## src/rtl/instr_fetch_queue.sv

```systemverilog
// rtl/instr_fetch_queue.sv - dual-read instruction FIFO between fetch and a dual-issue decoder
// Circular buffer of {pc, instr} beats with fetch back-pressure, sticky overflow and flush.
module instr_fetch_queue #(
    parameter int DEPTH     = 16,
    parameter int DATA_W    = 64,
    parameter int AF_MARGIN = 4
) (
    input  logic                       clk,
    input  logic                       rst,
    input  logic                       write_fifo,
    input  logic [DATA_W-1:0]          fetch_instr_pc,
    input  logic                       flush,
    input  logic                       dec_ready,
    output logic                       out0_valid,
    output logic [DATA_W-1:0]          out0_data,
    output logic                       out1_valid,
    output logic [DATA_W-1:0]          out1_data,
    output logic                       stop_fetch,
    output logic [$clog2(DEPTH):0]     count,
    output logic                       overflow
);
    localparam int PW = $clog2(DEPTH);
    localparam int CW = PW + 1;

    logic [DATA_W-1:0] mem [DEPTH];
    logic [PW-1:0]     wr_ptr;
    logic [PW-1:0]     rd_ptr;
    logic [PW-1:0]     rd_ptr_p1;
    logic [CW-1:0]     pops;
    logic [CW-1:0]     count_next;
    logic              push_acc;
    logic              stop_next;

    assign rd_ptr_p1  = rd_ptr + PW'(1);
    assign out0_valid = (count >= CW'(1));
    assign out1_valid = (count >= CW'(2));
    assign out0_data  = mem[rd_ptr];
    assign out1_data  = mem[rd_ptr_p1];

    // A full queue still accepts a push when the decoder frees a slot in the same cycle.
    always_comb begin
        pops = '0;
        if (dec_ready) begin
            pops = CW'(out0_valid) + CW'(out1_valid);
        end
        push_acc   = write_fifo && ((count - pops) < CW'(DEPTH));
        count_next = count - pops + CW'(push_acc);
        stop_next  = ((CW'(DEPTH) - count_next) <= CW'(AF_MARGIN));
    end

    always_ff @(posedge clk or posedge rst) begin
        if (rst) begin
            wr_ptr     <= '0;
            rd_ptr     <= '0;
            count      <= '0;
            stop_fetch <= 1'b0;
            overflow   <= 1'b0;
        end else if (flush) begin
            wr_ptr     <= '0;
            rd_ptr     <= '0;
            count      <= '0;
            stop_fetch <= 1'b0;
            overflow   <= 1'b0;
        end else begin
            if (push_acc) begin
                wr_ptr <= wr_ptr + PW'(1);
            end
            rd_ptr     <= rd_ptr + PW'(pops);
            count      <= count_next;
            stop_fetch <= stop_next;
            overflow   <= overflow | (write_fifo & ~push_acc);
        end
    end

    // Storage is deliberately left out of reset; valid flags alone qualify the data.
    always_ff @(posedge clk) begin
        if (!rst && !flush && push_acc) begin
            mem[wr_ptr] <= fetch_instr_pc;
        end
    end
endmodule
```

## config.mk

```make
export PLATFORM = sky130hd
export DESIGN_NAME = instr_fetch_queue
export DESIGN_NICKNAME = d
export VERILOG_FILES = /design/src/rtl/instr_fetch_queue.sv
export SDC_FILE = /design/constraint.sdc
export NUM_CORES = 2
export LEC_CHECK = 0
export ABC_AREA = 1
export CAP_MARGIN = 20
export CORE_ASPECT_RATIO = 0.75
export CORE_UTILIZATION = 45
export DETAILED_ROUTE_END_ITERATION = 16
export PLACE_DENSITY = 0.73
export SLEW_MARGIN = 30
export SYNTH_ARGS = -nofsm -noshare
export SYNTH_HDL_FRONTEND = slang
export SYNTH_SLANG_ARGS = --single-unit
```

## constraint.sdc

```tcl
create_clock -name clk -period 6 [get_ports clk]
set_input_delay 1.8 -clock clk [delete_from_list [all_inputs] [get_ports clk]]
set_output_delay 1.8 -clock clk [all_outputs]
set_load 0.05 [all_outputs]
```

**Word-level counts from Yosys, hierarchy flattened**

Memory sizes are Yosys's and may differ from the RTL's.
Index checks and enable logic that the tools add are counted.

- Add/subtract/negate cells: 7
- Magnitude comparators: 4
- Multiplexer cells: 9
- Bitwise gates (word level): 3
- Reduce and logical (&&, ||, !) cells: 6

Operators by type and width:

| cell | number |
|---|---|
| $mux 4 | 3 |
| $add 4x1->4 const B | 2 |
| $add 5x1->5 | 1 |
| $ge 5x1->1 const B | 1 |
| $ge 5x2->1 const B | 1 |
| $le 5x3->1 const B | 1 |
| $lt 5x5->1 const B | 1 |
| $mux 5 | 1 |
| $sub 5x5->5 | 1 |
| $sub 5x5->5 const A | 1 |
| $add 4x4->4 | 1 |
| $mux 1 | 4 |
| $logic_and 1x1->1 | 3 |
| $add 1x1->2 | 1 |
| $logic_not 1->1 | 2 |
| $mux 2 | 1 |
| $reduce_bool 2->1 | 1 |
| $and 1x1->1 | 1 |
| $not 1->1 | 1 |
| $or 1x1->1 | 1 |

- Register bits: 15
- RAM bits: 1024
- Input port bits: 69
- Logic and storage cells: 35
- Memories: 1

Memories:

| name | words | bits a word | read ports | clocked after Yosys merged registers in | wr ports | line | RTL |
|---|---|---|---|---|---|---|---|
| mem | 16 | 64 | 2 | 0 | 1 | 25 | `logic [DATA_W-1:0] mem [DEPTH];` |

**Logic depth before layout (Yosys ltp)**

- Depth after elaboration: 10
- Mapped depth: 26
- Depth with buffers taken out: 26

**Worst setup path before layout**

Ideal clock, no wire load.

- Path kind: input -> register
- Start point: in dec_ready
- End point: mem mem[0][0], enable pin
- Setup time: 487 ps
- Arrival: 6120 ps
- Path slack: -606 ps
- Stages on the path: 14
- Path through: nand2_1 inv_1 ha_1 inv_1 fa_1 inv_1 nand2_1 nand2_1 nand2_1 inv_1 nand2_1 nor3_1 nand2_1 nor2_1

- Longest elaborated chain between the ends: 7

RTL lines:

| what | line | RTL |
|---|---|---|
| start: declaration | 13 | `input logic dec_ready,` |
| $mux 2 | 43 | `if (dec_ready) begin` |
| $sub 5x5->5 | 46 | `push_acc = write_fifo && ((count - pops) < CW'(DEPTH));` |
| $lt 5x5->1 | 46 |  |
| $logic_and 1x1->1 | 46 |  |
| $logic_and 1x1->1 | 77 | `if (!rst && !flush && push_acc) begin` |
| $mux 1 | 77 |  |
| $mux 1 (not written as such) | 78 | `mem[wr_ptr] <= fetch_instr_pc;` |
| end: declaration | 25 |  |

No other way between the ends.

**Worst setup path in the final report**

- Start point: reg rd_ptr[0]
- End point: out out0_data[36]

- Longest elaborated chain between the ends: 1

RTL lines:

| what | line | RTL |
|---|---|---|
| start: declaration | 27 | `logic [PW-1:0] rd_ptr;` |
| start signal: assignment | 68 | `rd_ptr <= rd_ptr + PW'(pops);` |
| $mem_v2 16x64 | n/a |  |
| end: declaration | 15 | `output logic [DATA_W-1:0] out0_data,` |

No other way between the ends.

==> results.json <==
{
  "synth_top_cells_by_area": "sky130_fd_sc_hd__edfxtp_1 59%, sky130_fd_sc_hd__nand2_1 11%, sky130_fd_sc_hd__o21ai_0 5.7%",
  "cts_clk_pin_slew_worst_paths_ns": 0.06,
  "r2r_setup_slack_ns": 1.42,
  "run_status": "complete, no violations",
  "main_combinational_cell_family_by_area_after_synthesis": "simple AND/OR/NAND/NOR gates",
  "grt_max_degree": 332,
  "clock_power_share_pct": 19.7,
  "worst_slew_pin_slew_ns": 0.978,
  "grt_pass1_wl_um": 218000,
  "dp_hpwl_um": 80400,
  "hold_class": "register to register",
  "nNetsFinal": 5624,
  "placement.setup.worst_slack_ns": 0.351,
  "crit_arrival_ns": 4.04,
  "clock-skew-final_ns": 0.0430,
  "floorplan.initialDensity_pct": 45.7,
  "power.density_cell_area_nw_per_um2": 552,
  "post_cts_buffers": 0,
  "ys_seq_area_share_pct": 59.5,
  "remaining_max_slew_budget_at_the_tightest_pin_pct": 34.8,
  "yosysTopAreaCell": "sky130_fd_sc_hd__edfxtp_1",
  "portBuffers": 205,
  "share_comb_of_total_power_pct": 55.2,
  "number_of_synthesized_flops_with_an_enable_pin": 1024,
  "sequentialPowerShare_pct": 25.1,
  "final_max_slew_viol_count": 0,
  "period_minus_slack_ns": 5.84,
  "x_dimension_of_the_die_um": 396,
  "synth-xor-area-share_pct": 0.0670,
  "top_level_pins": 206,
  "antenna_left": 0,
  "total_routing_usage_gr_pct": 23.7,
  "synth_cells": 5575,
  "p_r_area_growth_vs_syn_pct": 14.0,
  "cts-buffers-inserted": 103,
  "drt_iter0_drcs": 4941,
  "htreeDepth": 3,
  "drv_cap": 0,
  "grt_antenna_before_repair": 3,
  "detailroute.via_count": 40800,
  "crit_path_start_kind": "register",
  "p_int_mw": 17.8,
  "power.static_leakage_nw": 21.2,
  "maxClockFrequency_mhz": 171,
  "routabilityCongestion": 0.846,
  "synth_commonest_cells": "1577 x sky130_fd_sc_hd__nand2_1, 1024 x sky130_fd_sc_hd__edfxtp_1, 595 x sky130_fd_sc_hd__o21ai_0",
  "clockBufferDepth": 3,
  "synth_nets": 5658,
  "drive_above_1_share_pct": 5.95,
  "worst-setup-path-type": "register to primary output",
  "ys_ff_latch": 1039,
  "grt-ovfl-total": 0,
  "std_cell_rows": 107,
  "cts_num_sinks": 1039,
  "yosys_most_used_dff": "sky130_fd_sc_hd__edfxtp_1",
  "clk-insertion-delay-late_ns": 0.72,
  "hold_fails_final_rpt": 0,
  "synth-async-reset-ratio_pct": 1.44,
  "vertical_extent_of_the_die_um": 297,
  "worstPathRequired_ns": 4.20,
  "core_region_area_um2": 114000,
  "synthesis.yosys.warnings": 0,
  "cts_tree": "yes",
  "synth_simple_gate_area_share_pct": 16.6,
  "leading_cell_type_by_number_of_instances_after_synthesis": "sky130_fd_sc_hd__nand2_1",
  "route.detailed.vias_per_inst": 5.70,
  "n_fill_cell": 9769,
  "switchingPower_mw": 15.1,
  "detail_route.wl_per_cell_um": 20.0,
  "fin_worst_hold_slack_ns": 0.522,
  "setup_viol": 0,
  "crit_chain": "buf_16, buf_16, o211ai_1, nand3_1, nand3_1, nand2_1, clkdlybuf4s50_1",
  "design.die.area_um2": 118000,
  "worst-path-max-fanout": 172,
  "post-route-worst-setup-slack_ns": 0.159,
  "crit_path_max_incr_delay_ns": 0.81,
  "critical_path.slowest_cell": "sky130_fd_sc_hd__dfrtp_4",
  "post-route-drc-count": 0,
  "detail_route.wirelength_um": 143000,
  "post_synth_design_cell_area_um2": 52300,
  "yosysUniqueCellTypes": 22,
  "ctsRootBufferMaster": "sky130_fd_sc_hd__clkbuf_16",
  "grt_pass1_vias": 37600,
  "end_kind": "primary output",
  "switching_share_pct": 45.9,
  "synth-compound-area-share_pct": 15.4,
  "worst_ir_drop_vdd_mv": 0.616,
  "synth_fa_ha_area_share_pct": 0.364,
  "synthDominantCellAreaShare_pct": 58.8,
  "drt_pass1_iterations": 6,
  "synth_area_per_cell_um2": 9.38,
  "muxShareOfSynthArea_pct": 0,
  "post-route-period-util_pct": 97.3
}
[area by class of cell]
| cell class | instances | area (um2) | area share (%) |
|---|---|---|---|
| sequential | 1039 | 31100 | 52.2 |
| timing repair buffer | 288 | 4070 | 6.82 |
| clock buffer | 122 | 2700 | 4.53 |
| tap | 1526 | 1910 | 3.20 |
| inverter | 542 | 2050 | 3.44 |
| antenna | 1 | 2.50 | 0.00420 |
| multi-input combinational | 3567 | 17100 | 28.7 |
| clock inverter | 70 | 636 | 1.07 |
[timing repair]
action / CTS / global route
setup endpoints to repair: 0 / 8
hold buffers: 0 / 0
hold endpoints to repair: 0 / 0
resized for setup: 0 / 3
[through the flow]
step | power [mW] | std cells | util (%) | setup TNS (ns) | cell area (um2)
after floorplan | 20.3 | 5575 | - | -621.01 | 52300
after global placement | 26.1 | 6961 | 49.1 | 0 | 56200
after detailed placement | 26.4 | 6961 | 49.1 | 0 | 56200
after CTS | 32.9 | 7153 | 52.0 | 0 | 59600
after global routing | 34.6 | 7155 | 52.1 | -0.00494 | 59600
final | 32.9 | 7155 | 52.1 | 0 | 59600
[kinds of logic after synthesis]
family | Yosys count
and+or+nand+nor | 2133
AOI/OAI and AO/OA | 1416
DFF | 1039
buffers and inverters | 969
adders and majority gates | 14
xor gates and xnor gates | 4
[path summary, 6_finish.rpt]
kind	from	endpoint	depth (start not counted)
min in group asynchronous	rst	rd_ptr[3]	2
setup reg to reg	count[1]	mem[5][15]	18
hold / removal	overflow	overflow	2
max in group asynchronous	rst	rd_ptr[0]	2
setup / recovery	rd_ptr[0]	out0_data[36]	7
hold reg to reg	overflow	overflow	2
[layer usage]
| layer | track usage [%] | vias to the layer above | part of all wire, % | wire (um) |
|---|---|---|---|---|
| met5 | 0 | - | 0.015 | 22 |
| met4 | 7.68 | 4 | 2.7 | 3910 |
| met3 | 4.23 | 284 | 9.7 | 14000 |
| met2 | 37.6 | 2010 | 46 | 66300 |
| met1 | 33.1 | 19300 | 41 | 59000 |
| li1 | - | 19200 | - | - |
[power by group through the flow]
| stage | clock (mW) | sequential (mW) | combinational, mW |
|---|---|---|---|
| 2_1_floorplan | 0 | 8.36 | 11.9 |
| 3_3_place_gp | 0 | 8.40 | 17.7 |
| 3_5_place_dp | 0 | 8.41 | 18.0 |
| 4_1_cts | 6.55 | 8.25 | 18.1 |
| 5_1_grt | 6.82 | 8.27 | 19.6 |
| 6_report | 6.47 | 8.26 | 18.2 |
[state kept, by name, summed over array words and instances (netlist names)]
name and flops:
mem 1024, count 5, rd_ptr 4, wr_ptr 4, overflow 1, stop_fetch 1
[worst max-delay path: cells and delay by family (launching register included)]
| kind | cells | cell delay [ns] |
|---|---|---|
| AO/OA/AOI/OAI | 1 | 0.19 |
| buffers and inverters | 3 | 1.75 |
| flip-flops | 1 | 0.81 |
| AND/OR/NAND/NOR | 3 | 0.39 |
[placed cells by master, fill, tap and decap left out, drive strengths merged]
cell type         n
diode             1
inv             544
buf             162
nand2          1577
clkinv           54
clkdlybuf4s50   125
dlymetal6s2s      1
dfrtp            15
nor2             30
xor2              2
nand3           521
nor3              4
clkinvlp          4
clkbuf          122
bufinv           10
ha               12
o211ai          384
a21oi           260
o21ai           772
nor4              1
fa                2
edfxtp         1024
xnor2             2
Note: power is estimated with default switching activity, not from simulation.
